File: config.mk
export PLATFORM = sky130hd
export DESIGN_NAME = jt10_adpcm_rom_flat
export DESIGN_NICKNAME = d
export VERILOG_FILES = /design/src/rtl/jt10_adpcm_rom_pkg.sv /design/src/rtl/jt10_adpcm_rom_if.sv /design/src/rtl/jt10_adpcm_rom_ch.sv /design/src/rtl/jt10_adpcm_rom.sv /design/src/flat_wrapper.sv
export SDC_FILE = /design/constraint.sdc
export NUM_CORES = 1
export LEC_CHECK = 0
export CELL_PAD_IN_SITES_DETAIL_PLACEMENT = 0
export CELL_PAD_IN_SITES_GLOBAL_PLACEMENT = 1
export CORE_ASPECT_RATIO = 1.4
export CORE_MARGIN = 4
export CORE_UTILIZATION = 40
export DETAILED_ROUTE_END_ITERATION = 8
export PLACE_DENSITY_LB_ADDON = 0.1
export SYNTH_ARGS = -nofsm -noshare
export SYNTH_HDL_FRONTEND = slang
export SYNTH_SLANG_ARGS = --single-unit
File: constraint.sdc
create_clock -name clk -period 5.9 [get_ports clk]
set_input_delay 1.18 -clock clk [delete_from_list [all_inputs] [get_ports clk]]
set_output_delay 1.18 -clock clk [all_outputs]
set_load 0.02 [all_outputs]
File: src/rtl/jt10_adpcm_rom_pkg.sv
// Shared types and default region offsets for the jt10 ADPCM ROM responder.
package jt10_adpcm_rom_pkg;

  typedef enum logic [1:0] {
    StIdle,
    StBusyA,
    StBusyB
  } state_e;

  typedef enum logic {
    GrantA = 1'b0,
    GrantB = 1'b1
  } grant_e;

  localparam logic [24:0] ADefaultBase = 25'h000_0000;
  localparam logic [24:0] BDefaultBase = 25'h100_0000;

endpackage

File: src/rtl/jt10_adpcm_rom_if.sv
// Byte-wide shared memory port with a level request and a one-cycle acknowledge.
interface jt10_adpcm_rom_if #(
  parameter int unsigned MEM_AW = 25
);
  logic [MEM_AW-1:0] mem_addr;
  logic              mem_req;
  logic              mem_ack;
  logic [7:0]        mem_data;

  modport master (output mem_addr, output mem_req, input mem_ack, input mem_data);
  modport slave  (input mem_addr, input mem_req, output mem_ack, output mem_data);
endinterface

File: src/rtl/jt10_adpcm_rom_ch.sv
// One ADPCM port: change detection, demand generation and the held data byte.
// JT10_ADPCM_PREFETCH_EN adds a one-byte next-address buffer filled by prefetches.
module jt10_adpcm_rom_ch (
  input  logic        clk,
  input  logic        rst,
  input  logic [23:0] addr,
  input  logic        roe_n,
  input  logic        start,
  input  logic        done,
  input  logic [7:0]  mem_data,
  output logic        need,
  output logic        pf_need,
  output logic [23:0] fetch_addr,
  output logic [7:0]  data
);

  logic [23:0] last_q;
  logic [23:0] pend_addr_q;
  logic        valid_q;
  logic        pend_q;
  logic [7:0]  data_q;
  logic        raw_need;

  assign raw_need = !roe_n && (!valid_q || (addr != last_q));
  assign data     = data_q;

`ifdef JT10_ADPCM_PREFETCH_EN
  logic [23:0] nxt_addr_q;
  logic [7:0]  nxt_data_q;
  logic        nxt_valid_q;
  logic        pend_pf_q;
  logic        match;
  logic        hit;

  assign match      = nxt_valid_q && (addr == nxt_addr_q);
  // A buffered hit is only taken while no fetch for this port is in flight.
  assign hit        = raw_need && match && !pend_q;
  assign need       = raw_need && !match;
  assign pf_need    = valid_q && !nxt_valid_q && !pend_q;
  assign fetch_addr = need ? addr : last_q + 24'd1;

  always_ff @(posedge clk or posedge rst) begin
    if (rst) begin
      last_q      <= '0;
      pend_addr_q <= '0;
      valid_q     <= 1'b0;
      pend_q      <= 1'b0;
      data_q      <= '0;
      nxt_addr_q  <= '0;
      nxt_data_q  <= '0;
      nxt_valid_q <= 1'b0;
      pend_pf_q   <= 1'b0;
    end else begin
      if (start) begin
        pend_q      <= 1'b1;
        pend_addr_q <= fetch_addr;
        pend_pf_q   <= !need;
      end
      if (done && pend_q) begin
        pend_q <= 1'b0;
        if (pend_pf_q) begin
          nxt_addr_q  <= pend_addr_q;
          nxt_data_q  <= mem_data;
          nxt_valid_q <= 1'b1;
        end else begin
          data_q  <= mem_data;
          last_q  <= pend_addr_q;
          valid_q <= 1'b1;
          // Keep the buffer only if it still follows the new address.
          if (nxt_addr_q != pend_addr_q + 24'd1) nxt_valid_q <= 1'b0;
        end
      end else if (hit) begin
        data_q      <= nxt_data_q;
        last_q      <= addr;
        valid_q     <= 1'b1;
        nxt_valid_q <= 1'b0;
      end
    end
  end
`else
  assign need       = raw_need;
  assign pf_need    = 1'b0;
  assign fetch_addr = addr;

  always_ff @(posedge clk or posedge rst) begin
    if (rst) begin
      last_q      <= '0;
      pend_addr_q <= '0;
      valid_q     <= 1'b0;
      pend_q      <= 1'b0;
      data_q      <= '0;
    end else begin
      if (start) begin
        pend_q      <= 1'b1;
        pend_addr_q <= addr;
      end
      if (done && pend_q) begin
        pend_q  <= 1'b0;
        data_q  <= mem_data;
        last_q  <= pend_addr_q;
        valid_q <= 1'b1;
      end
    end
  end
`endif

endmodule

File: src/rtl/jt10_adpcm_rom.sv
// Serves the YM2610 ADPCM-A and ADPCM-B sample buses from one shared memory port,
// round-robin between ports. Optional prefetch via JT10_ADPCM_PREFETCH_EN.
module jt10_adpcm_rom
  import jt10_adpcm_rom_pkg::*;
#(
  parameter int unsigned       MEM_AW = 25,
  parameter logic [MEM_AW-1:0] A_BASE = MEM_AW'(ADefaultBase),
  parameter logic [MEM_AW-1:0] B_BASE = MEM_AW'(BDefaultBase)
) (
  input  logic             clk,
  input  logic             rst,
  input  logic [19:0]      adpcma_addr,
  input  logic [3:0]       adpcma_bank,
  input  logic             adpcma_roe_n,
  output logic [7:0]       adpcma_data,
  input  logic [23:0]      adpcmb_addr,
  input  logic             adpcmb_roe_n,
  output logic [7:0]       adpcmb_data,
  jt10_adpcm_rom_if.master mem
);

  state_e            state_q, state_d;
  grant_e            last_q, last_d;
  logic [MEM_AW-1:0] addr_q, addr_d;
  logic              req_q, req_d;

  logic        need_a, need_b, pf_need_a, pf_need_b;
  logic        want_a, want_b, any_need;
  logic        start_a, start_b, done_a, done_b;
  logic [23:0] fetch_a, fetch_b;

  jt10_adpcm_rom_ch u_ch_a (
    .clk        (clk),
    .rst        (rst),
    .addr       ({adpcma_bank, adpcma_addr}),
    .roe_n      (adpcma_roe_n),
    .start      (start_a),
    .done       (done_a),
    .mem_data   (mem.mem_data),
    .need       (need_a),
    .pf_need    (pf_need_a),
    .fetch_addr (fetch_a),
    .data       (adpcma_data)
  );

  jt10_adpcm_rom_ch u_ch_b (
    .clk        (clk),
    .rst        (rst),
    .addr       (adpcmb_addr),
    .roe_n      (adpcmb_roe_n),
    .start      (start_b),
    .done       (done_b),
    .mem_data   (mem.mem_data),
    .need       (need_b),
    .pf_need    (pf_need_b),
    .fetch_addr (fetch_b),
    .data       (adpcmb_data)
  );

  // Demand always outranks prefetch; within a class the port not served last wins ties.
  assign any_need = need_a | need_b;
  assign want_a   = any_need ? need_a : pf_need_a;
  assign want_b   = any_need ? need_b : pf_need_b;

  assign done_a = (state_q == StBusyA) && mem.mem_ack;
  assign done_b = (state_q == StBusyB) && mem.mem_ack;

  always_comb begin
    state_d = state_q;
    last_d  = last_q;
    addr_d  = addr_q;
    req_d   = req_q;
    start_a = 1'b0;
    start_b = 1'b0;
    unique case (state_q)
      StIdle: begin
        if (want_a && (!want_b || (last_q == GrantB))) begin
          start_a = 1'b1;
          addr_d  = A_BASE + MEM_AW'(fetch_a);
          req_d   = 1'b1;
          state_d = StBusyA;
          last_d  = GrantA;
        end else if (want_b) begin
          start_b = 1'b1;
          addr_d  = B_BASE + MEM_AW'(fetch_b);
          req_d   = 1'b1;
          state_d = StBusyB;
          last_d  = GrantB;
        end
      end
      StBusyA, StBusyB: begin
        if (mem.mem_ack) begin
          req_d   = 1'b0;
          state_d = StIdle;
        end
      end
      default: state_d = StIdle;
    endcase
  end

  always_ff @(posedge clk or posedge rst) begin
    if (rst) begin
      state_q <= StIdle;
      last_q  <= GrantB;
      addr_q  <= '0;
      req_q   <= 1'b0;
    end else begin
      state_q <= state_d;
      last_q  <= last_d;
      addr_q  <= addr_d;
      req_q   <= req_d;
    end
  end

  assign mem.mem_addr = addr_q;
  assign mem.mem_req  = req_q;

endmodule

File: src/flat_wrapper.sv
// flat-port wrapper written by rule: the top's interface ports become plain ports
module jt10_adpcm_rom_flat import jt10_adpcm_rom_pkg::*;
#(
  parameter int unsigned       MEM_AW = 25,
  parameter logic [MEM_AW-1:0] A_BASE = MEM_AW'(ADefaultBase),
  parameter logic [MEM_AW-1:0] B_BASE = MEM_AW'(BDefaultBase)
)
  (clk, rst, adpcma_addr, adpcma_bank, adpcma_roe_n, adpcma_data, adpcmb_addr, adpcmb_roe_n, adpcmb_data, mem_mem_addr, mem_mem_req, mem_mem_ack, mem_mem_data);
  jt10_adpcm_rom_if #(.MEM_AW(MEM_AW)) mem_i ();
  input  logic clk;
  input  logic rst;
  input  logic [19:0] adpcma_addr;
  input  logic [3:0] adpcma_bank;
  input  logic adpcma_roe_n;
  output logic [7:0] adpcma_data;
  input  logic [23:0] adpcmb_addr;
  input  logic adpcmb_roe_n;
  output logic [7:0] adpcmb_data;
  output wire logic [$bits(mem_i.mem_addr)-1:0] mem_mem_addr;
  output wire logic [$bits(mem_i.mem_req)-1:0] mem_mem_req;
  input wire logic [$bits(mem_i.mem_ack)-1:0] mem_mem_ack;
  input wire logic [$bits(mem_i.mem_data)-1:0] mem_mem_data;
  assign mem_mem_addr = mem_i.mem_addr;
  assign mem_mem_req = mem_i.mem_req;
  assign mem_i.mem_ack = mem_mem_ack;
  assign mem_i.mem_data = mem_mem_data;
  jt10_adpcm_rom #(.MEM_AW(MEM_AW), .A_BASE(A_BASE), .B_BASE(B_BASE)) u_core (.clk(clk), .rst(rst), .adpcma_addr(adpcma_addr), .adpcma_bank(adpcma_bank), .adpcma_roe_n(adpcma_roe_n), .adpcma_data(adpcma_data), .adpcmb_addr(adpcmb_addr), .adpcmb_roe_n(adpcmb_roe_n), .adpcmb_data(adpcmb_data), .mem(mem_i));
endmodule
* After elaboration in Yosys (flattened, before gate mapping) *
Index checks and enable logic that the tools add are counted.

word-level totals
  input port bits = 61
  latch bits = 0
  memories = 0
  ROM bits = 0
  RAM bits = 0
  register bits after elaboration = 145

cells by class
  bitwise operators = 1
  shift operators = 0
  multiplexer cells = 22
  add/subtract/negate cells = 1
  eq/ne operators = 6
  $mul = 0
  reduce and logical (&&, ||, !) cells = 24
  div/mod/pow operators = 0
  $lt $le $gt $ge = 0

operators with widths
  operator                                                               count
  25-bit 2-to-1 mux                                                      2
  24-bit != test                                                         2
  25-bit by 24-bit adder with 25-bit output, first input constant        1
  1-bit 2-to-1 mux                                                       15
  2-bit nonzero test                                                     4
  1-bit logical AND                                                      7
  2-bit 2-to-1 mux                                                       3
  1-bit zero test                                                        5
  2-bit case mux with 2 select lines                                     1
  2-bit AND reduction                                                    2
  1-bit logical OR                                                       3
  3-bit by 1-bit != test with 1-bit output, second input constant        1
  3-bit AND reduction                                                    1
  2-bit by 1-bit equality test with 1-bit output, second input constant  1
  2-bit equality test, second input constant                             1
  2-bit zero test                                                        1
  2-bit != test, second input constant                                   1
  1-bit case mux with 2 select lines                                     1
  2-bit OR reduction                                                     1
  1-bit OR                                                               1

* Logic depth before layout (Yosys ltp) *
Gate-level depths: netlist of run 1.

  word-level depth = 12
  mapped depth = 8
  depth with buffers taken out = 6

* Cells and area by module *
From an unflattened synthesis of run 1, not the netlist that was laid out.

unflattened totals
  cell total of the unflattened synthesis = 540
  area, all modules = 6757.7 um^2

modules (own cells, without submodules)
  module             times used  cells each  area an instance (um^2)  sequential area each (um^2)
  jt10_adpcm_rom_ch  2           183         2621.3                   1451.4
  jt10_adpcm_rom     1           174         1515.2                   726.9

* Worst setup path before layout of run 1 *
No wires, ideal clock.

  kind = in2reg
  from = input adpcmb_addr[12]
  to = register u_core.u_ch_a.pend_addr_q[10]
  setup slack = 3.000 ns
  arrival = 2.772 ns
  stages = 7
  required time = 5.772 ns
  buffers on the path = 1
  cell sequence = xnor2_1 nand4_1 nor4_4 a211oi_4 nor3_4 buf_4 mux2_1

between the ends
  cells in the longest elaborated chain, start to end = 10
  elaborated cells between the ends (all ways) = 11
  those cells by class = eq/ne (1); mux (4); bitwise (1); reduce/logical (5)

RTL lines
  item                    RTL line                 source
  start: declaration      flat_wrapper.sv:16       input logic [23:0] adpcmb_addr;
  24-bit != test *        jt10_adpcm_rom_ch.sv:24  assign raw_need = !roe_n && (!valid_q || (addr != last_q));
  1-bit logical OR *      jt10_adpcm_rom_ch.sv:24
  1-bit logical AND *     jt10_adpcm_rom_ch.sv:24
  1-bit OR                jt10_adpcm_rom.sv:61     assign any_need = need_a | need_b;
  1-bit 2-to-1 mux        jt10_adpcm_rom.sv:63     assign want_b = any_need ? need_b : pf_need_b;
  1-bit zero test         jt10_adpcm_rom.sv:77     if (want_a && (!want_b || (last_q == GrantB))) begin
  1-bit logical OR        jt10_adpcm_rom.sv:77
  1-bit logical AND *     jt10_adpcm_rom.sv:77
  1-bit 2-to-1 mux *      jt10_adpcm_rom.sv:77
  1-bit 2-to-1 mux *      jt10_adpcm_rom.sv:75     unique case (state_q)
  end signal: assignment  jt10_adpcm_rom_ch.sv:95  pend_addr_q <= addr;
  end: declaration        jt10_adpcm_rom_ch.sv:18  logic [23:0] pend_addr_q;

Mark *: on every way between the ends. The rest lies on a longest branch, timed or not.
A chain may end at the register's enable or synchronous reset.

* Final worst setup path of run 1 *
  from = input adpcmb_addr[5]
  to = register u_core.u_ch_b.pend_addr_q[19]

between the ends
  cells in the longest elaborated chain, start to end = 10
  elaborated cells between the ends (all ways) = 12
  those cells by class = eq/ne (1); mux (5); bitwise (1); reduce/logical (5)

RTL lines
  item                    RTL line
  24-bit != test *        jt10_adpcm_rom_ch.sv:24
  1-bit logical OR *      jt10_adpcm_rom_ch.sv:24
  1-bit logical AND *     jt10_adpcm_rom_ch.sv:24
  1-bit OR                jt10_adpcm_rom.sv:61
  1-bit 2-to-1 mux        jt10_adpcm_rom.sv:63
  1-bit zero test         jt10_adpcm_rom.sv:77
  1-bit logical OR        jt10_adpcm_rom.sv:77
  1-bit logical AND       jt10_adpcm_rom.sv:77
  1-bit 2-to-1 mux *      jt10_adpcm_rom.sv:77
  1-bit 2-to-1 mux *      jt10_adpcm_rom.sv:75
  end signal: assignment  jt10_adpcm_rom_ch.sv:95
  end: declaration        jt10_adpcm_rom_ch.sv:18

Marks and branches as above.

==> summary.txt, run 1 <==
Setup path
  • CP Cell Sequence: clkdlybuf4s50_1 -> xnor2_1 -> nand4_1 -> nor4_4 -> a211oi_4 -> o21a_1 -> buf_4 -> mux2_2
  • WP data arrival: 4.01 ns
  • Reg2reg end: u_core.u_ch_b.pend_addr_q[19]
  • Reg2reg path depth: 7
  • Setup slack, reg-to-reg: 3.10 ns
  • Worst reg2reg path startpoint: u_core.u_ch_b.last_q[16]
  • CP max stage delay: 0.88 ns
  • Setup crit start kind: primary input
  • Worst Path Required: 6.20 ns
  • WS Path Type: in2reg
  • Worst-path maximum fanout: 31
  • Crit path capture type: flip-flop
  • Slowest-stage cell, CP: a211oi_4

Clocking
  • CTS sink count: 145
  • Worst skew pair latency: 0.41 ns
  • CTS tree: built
  • Post-CTS sizing: 0
  • CTS Hold Bufs: 0
  • CTS Buffer Depth: 2
  • Clk root buf: clkbuf_16
  • Worst-path clk slew: 0.06 ns
  • Cts bufs inserted: 17
  • H-tree levels: 4
  • Setup bufs post-CTS: 0

Placement
  • GPL Wtd Cong: 0.783
  • Placed inst area: 7750 µm²
  • Hpwl dp: 11200 µm
  • Placed cells: 769
  • Port bufs: 102

Cells and area
  • Finished Layout Cells: 800
  • Synth-to-Final Area Change: 27.8%
  • Ratio of cells with drive above 1 in the final layout: 23.8%
  • Final #Nets: 654
  • Diodes inserted: 0
  • Design area: 8360 µm²

Drt
  • First-pass iteration count of the detailed router: 4
  • Post-DR wirelength/cell: 19.7 µm
  • Number of nets with antenna violations after routing: 0
  • Via count: 4191
  • M1 wire length: 7010 µm
  • Number of vias per cell: 5.24
  • WL met3: 564 µm
  • Met2 WL post-DR: 7990 µm
  • Top layer in use: met4
  • Routed WL: 15700 µm
  • DRC errors left: 0
  • 1st-iter DRT viols: 162

Floorplan
  • # rows: 55
  • Initial core utilization: 40.6%
  • Chip height: 159 µm
  • Core area: 16100 µm²
  • Die area: 18500 µm²
  • Die width: 116 µm
  • Io pins: 103

Timing
  • RSZ-0062 raised after global routing: false
  • Max Fclk: 269 MHz
  • Hold Slack: 0.479 ns
  • Final Skew: 0.00558 ns
  • Setup TNS: 0 ns
  • Slew Viols, Final: 0
  • Max_slew headroom: 29.9%
  • # setup viols final: 0
  • Tcrit/Tclk final: 63.0%
  • Final Hold Fails: 0
  • Fin crit period: 3.72 ns
  • Slew @ Worst Pin: 1.05 ns

Yosys
  • Post-Syn Area: 6540 µm²
  • Netlist cell types: 38
  • Synth warn: 0
  • Syn_area_per_cell: 13.4 µm²
  • Post-synth EDFFs: 0
  • Sequential area share after synthesis: 55.5%
  • Mapped Nets: 552
  • Synth async-reset ratio: 100%
  • Seq cells post-synth: 145
  • Top FF cell, synth: dfrtp_1
  • Cells after Synth: 487

Job
  • Maxcap violations: 0

Power
  • PD cells: 552 nW/µm²
  • VDD IR-drop max: 0.218 mV
  • Overall power: 4620 µW
  • Pleak: 0.00339 µW

Global route
  • Initial antenna violation count: 0
  • Global-route wire length before repair: 25200 µm
  • Largest net degree at the start of global routing: 109
  • GRT Total Usage: 17.8%
  • Number of global-route vias before repair: 4560
  • Remaining Overflow, GRT: 0

Run status
  • Status: finished, final reports clean

Min path
  • Worst Hold Class: reg2reg
  • Worst Hold End: u_core.u_ch_a.pend_addr_q[12]
  • Hold path start: u_core.u_ch_a.pend_addr_q[12]
  • Hold depth: 1
-- power breakdown --
group	switching (µW)	leakage [µW]	internal [µW]
Combinational	782	0.00139	934
Sequential	304	0.00170	1500
Clock	400	0.000301	692
Total	1490	0.00339	3130
-- synth_stat cells, types with 3 or more instances --
master	count	share of area [%]
buf_2	3	0.23
ha_1	4	0.77
o21a_1	3	0.34
o21ai_0	26	2.0
mux2_4	17	3.9
nor3_1	28	2.1
xnor2_1	48	6.4
nand3_1	4	0.31
or3b_1	24	3.2
clkbuf_1	19	1.1
nand4_1	10	0.96
dfrtp_1	144	55
a31oi_1	24	2.3
a21o_1	4	0.46
mux2_1	19	3.3
inv_1	7	0.40
mux2_2	76	13
-- worst max path at each step --
stage          slack (ns)  cells past startpoint             from                             to
6_report             2.18                      8   adpcmb_addr[5]  u_core.u_ch_b.pend_addr_q[19]
5_1_grt              1.98                      8   adpcmb_addr[5]  u_core.u_ch_b.pend_addr_q[19]
4_1_cts              2.16                      8   adpcmb_addr[5]  u_core.u_ch_b.pend_addr_q[18]
3_5_place_dp         1.72                      8   adpcmb_addr[5]  u_core.u_ch_b.pend_addr_q[18]
3_3_place_gp         1.76                      8  adpcmb_addr[15]  u_core.u_ch_b.pend_addr_q[20]
2_1_floorplan        0.83                      1              rst         u_core.mem.mem_addr[0]
-- routing by layer --
metal / global-route usage [%] / up-vias
met5: 0 / -
met2: 29.3 / 91
met4: 5.22 / 0
li1: - / 1961
met3: 3.69 / 12
met1: 23.7 / 2127
-- registers in the layout (all words and copies together) (netlist names) --
| name | flops |
|---|---|
| u_core.mem.mem_addr | 25 |
| u_core.u_ch_a.last_q | 24 |
| u_core.u_ch_a.pend_addr_q | 24 |
| u_core.u_ch_b.last_q | 24 |
| u_core.u_ch_b.pend_addr_q | 24 |
| u_core.u_ch_a.data | 8 |
| u_core.u_ch_b.data | 8 |
| u_core.state_q | 2 |
| u_core.last_q | 1 |
| u_core.mem.mem_req | 1 |
| u_core.u_ch_a.pend_q | 1 |
| u_core.u_ch_a.valid_q | 1 |
| u_core.u_ch_b.pend_q | 1 |
| u_core.u_ch_b.valid_q | 1 |
-- layout by cell type, fill, tap and decap left out, types with 3 or more instances in the layout --
cell type and instances:
clkdlybuf4s50_1 102, o21ai_0 26, a21o_1 4, clkbuf_16 17, mux2_2 76, nand4_1 10
o21a_1 3, nor3_1 28, a31oi_1 24, mux2_1 19, ha_1 4, dfrtp_1 144
xnor2_1 48, clkinv_2 6, inv_1 6, bufinv_16 3, clkbuf_8 3, buf_4 9
mux2_4 17, or3b_1 24
-- metrics by stage --
| step | setup slack [ns] | utilization [%] |
|---|---|---|
| after CTS | 2.16 | 51.9 |
| after global placement | 1.76 | 48.1 |
| final | 2.18 | 51.9 |
| after floorplan | 0.827 | - |
| after detailed placement | 1.72 | 48.1 |
| after global routing | 1.98 | 51.9 |
-- worst max-delay path, delay by kind of cell --
kind                   cells  cell delay [ns]
AO/OA/AOI/OAI              2             1.08
buffers and inverters      2             0.91
multiplexers               1             0.39
XOR/XNOR                   1             0.19
AND/OR/NAND/NOR            2             0.26
-- kinds of logic after synthesis --
family | Yosys count | synth area share, %
mux | 112 | 20.3
compound gates | 66 | 6.47
fa+ha+maj | 4 | 0.765
simple gates | 77 | 7.96
buf+inv | 35 | 2.60
xor+xnor | 48 | 6.43
flops | 145 | 55.5
-- cell type report --
| type | instances | area (µm²) |
|---|---|---|
| clock buffers | 20 | 467 |
| clock inverters | 11 | 136 |
| fillers | 1432 | 7750 |
| inverters | 7 | 31.3 |
| multi-input cells | 307 | 2750 |
| flip-flops and latches | 145 | 3630 |
| well taps | 199 | 249 |
| repair buffers | 111 | 1090 |
Note: power is estimated with default switching activity, not from simulation.
==> run 2, diff against run 1 <==
- clock period: 5.9 -> 3.1 ns (I/O delays scaled with it)
==> run 2 against run 1 <==
Net effect: via count increased by 3.5%; count of clock-buffer cells in the layout shrank 1; register-to-register slack got worse by 2.4 ns; non-clock buffer count up 32; combinational power rose by 96%.
==> summary.txt, run 2 (same netlist as run 1, synthesis figures left out) <==
Run status
  • Status: finished, final reports clean

Setup path
  • Worst reg2reg path startpoint: u_core.state_q[0]
  • WS Path Type: in2reg
  • Setup slack, reg-to-reg: 0.73 ns
  • Setup crit start: adpcma_addr[7]
  • Worst Path Required: 3.40 ns
  • Reg2reg end: u_core.mem.mem_addr[24]
  • Worst-path maximum fanout: 25
  • Crit path capture: u_core.u_ch_a.pend_addr_q[0]
  • Setup crit start kind: primary input
  • Crit path capture type: flip-flop
  • Reg2reg path depth: 7
  • WP data arrival: 2.99 ns

Power
  • Seq pwr share: 38.0%
  • Internal cell power: 6180 µW
  • P_sw: 2880 µW
  • Combinational Power Share: 37.3%
  • PD cells: 1040 nW/µm²
  • Overall power: 9060 µW
  • Pleak: 0.00358 µW
  • VDD IR-drop max: 0.556 mV
  • Sw Share: 31.8%
  • Clock network power share: 24.8%

Drt
  • Routed WL: 16000 µm
  • Number of vias per cell: 5.21
  • DRC errors left: 0
  • Number of nets with antenna violations after routing: 0
  • Via count: 4339
  • Post-DR wirelength/cell: 19.2 µm
  • First-pass iteration count of the detailed router: 4
  • 1st-iter DRT viols: 140

Cells and area
  • Commonest non-fill, non-tap cells in the layout: dfrtp_1 (144), clkdlybuf4s50_1 (102), mux2_2 (76), xnor2_1 (48), buf_4 (35)
  • Ratio of cells with drive above 1 in the final layout: 27.6%
  • Design area: 8720 µm²
  • Max FFs per register: 25
  • Synth-to-Final Area Change: 33.4%
  • Finished Layout Cells: 833
  • Diodes inserted: 0
  • Final #Nets: 686
  • Leading cell type in the layout, fill and taps excluded: dfrtp_1

Global route
  • Number of global-route vias before repair: 4769
  • Remaining Overflow, GRT: 0
  • Initial antenna violation count: 0
  • Largest net degree at the start of global routing: 71
  • GRT Total Usage: 18.5%
  • Global-route wire length before repair: 26100 µm

Timing
  • Fin crit period: 2.69 ns
  • Final Hold Fails: 0
  • Final Skew: 0.00613 ns
  • Tcrit/Tclk final: 86.7%
  • Slew @ Worst Pin: 0.802 ns
  • Slew Viols, Final: 0
  • Max_slew headroom: 46.4%
  • # setup viols final: 0
  • RSZ-0062 raised after global routing: false
  • Hold Slack: 0.464 ns
  • Max Fclk: 372 MHz

Placement
  • Hpwl dp: 11600 µm
  • Placed cells: 801
  • Placed inst area: 8070 µm²
  • Port bufs: 102
  • GPL Wtd Cong: 0.743

Floorplan
  • Core area: 16100 µm²
  • Initial core utilization: 40.6%
  • Io pins: 103
  • Die area: 18500 µm²
  • Chip height: 159 µm
  • Die width: 116 µm
  • # rows: 55

Clocking
  • CTS Buffer Depth: 2
  • Worst skew pair latency: 0.42 ns
  • Post-CTS sizing: 0
  • CTS tree: built
  • CTS sink count: 145
  • H-tree levels: 4
  • Worst-path clk slew: 0.06 ns
  • Cts bufs inserted: 17
  • Setup bufs post-CTS: 0
  • CTS Hold Bufs: 0
  • Clk root buf: clkbuf_16

Job
  • Maxcap violations: 0

Min path
  • Worst Hold Class: reg2reg
==> run 2: cell count changes in the layout (fill, tap and decap cells not counted) <==
cell / change
bufinv_16: +2
clkbuf_8: -2
clkinv_2: -4
inv_6: -1
clkinvlp_4: +2
buf_4: +26
clkinv_4: +3
clkbuf_1: +1
buf_12: +6
==> run 2: through the flow <==
step	util [%]	TNS (ns)	setup WS, ns
floorplan	-	0	0.662
global placement	50.1	-0.979	-0.0279
detailed placement	50.1	-0.0907	-0.0187
CTS	54.1	0	0.413
global route	54.1	0	0.260
finish	54.1	0	0.413
==> run 2: final cells by class <==
type                    count  area [µm²]
clock inverters            13         210
inverters                   7        30.0
repair buffers            143        1400
well taps                 199         249
flip-flops and latches    145        3630
fillers                  1457        7380
clock buffers              19         443
multi-input cells         307        2750
==> run 2: worst min-delay path by stage <==
stage	from	to	slack, ns	depth (start not counted)
finish	u_core.u_ch_b.valid_q	u_core.u_ch_b.valid_q	0.46	1
CTS	u_core.u_ch_b.valid_q	u_core.u_ch_b.valid_q	0.47	1
global route	u_core.u_ch_b.valid_q	u_core.u_ch_b.valid_q	0.48	1
floorplan	u_core.u_ch_a.valid_q	u_core.u_ch_a.valid_q	0.43	1
detailed placement	u_core.u_ch_b.valid_q	u_core.u_ch_b.valid_q	0.46	1
global placement	u_core.u_ch_b.valid_q	u_core.u_ch_b.valid_q	0.45	1
==> run 2: power groups by stage <==
stage               Combinational [µW]  Clock [µW]  Sequential, µW
floorplan                         1900           0            3640
global placement                  3360           0            3420
detailed placement                3420           0            3470
CTS                               3440        2300            3450
global route                      3660        2380            3560
finish                            3370        2250            3440
==> run 2: per-layer routing <==
layer | routed length, µm | track usage [%]
met1 | 6860 | 24.0
met5 | 0 | 0
met3 | 656 | 3.73
met4 | 271 | 6.49
met2 | 8210 | 30.5
==> run 2: critical path, cell delays in order <==
cell and delay, ns:
clkdlybuf4s50_1 0.47, xnor2_1 0.32, nand4_1 0.17, nor4_1 0.36, a21o_1 0.23, buf_4 0.23
nor3_4 0.07, buf_12 0.18, mux2_1 0.33
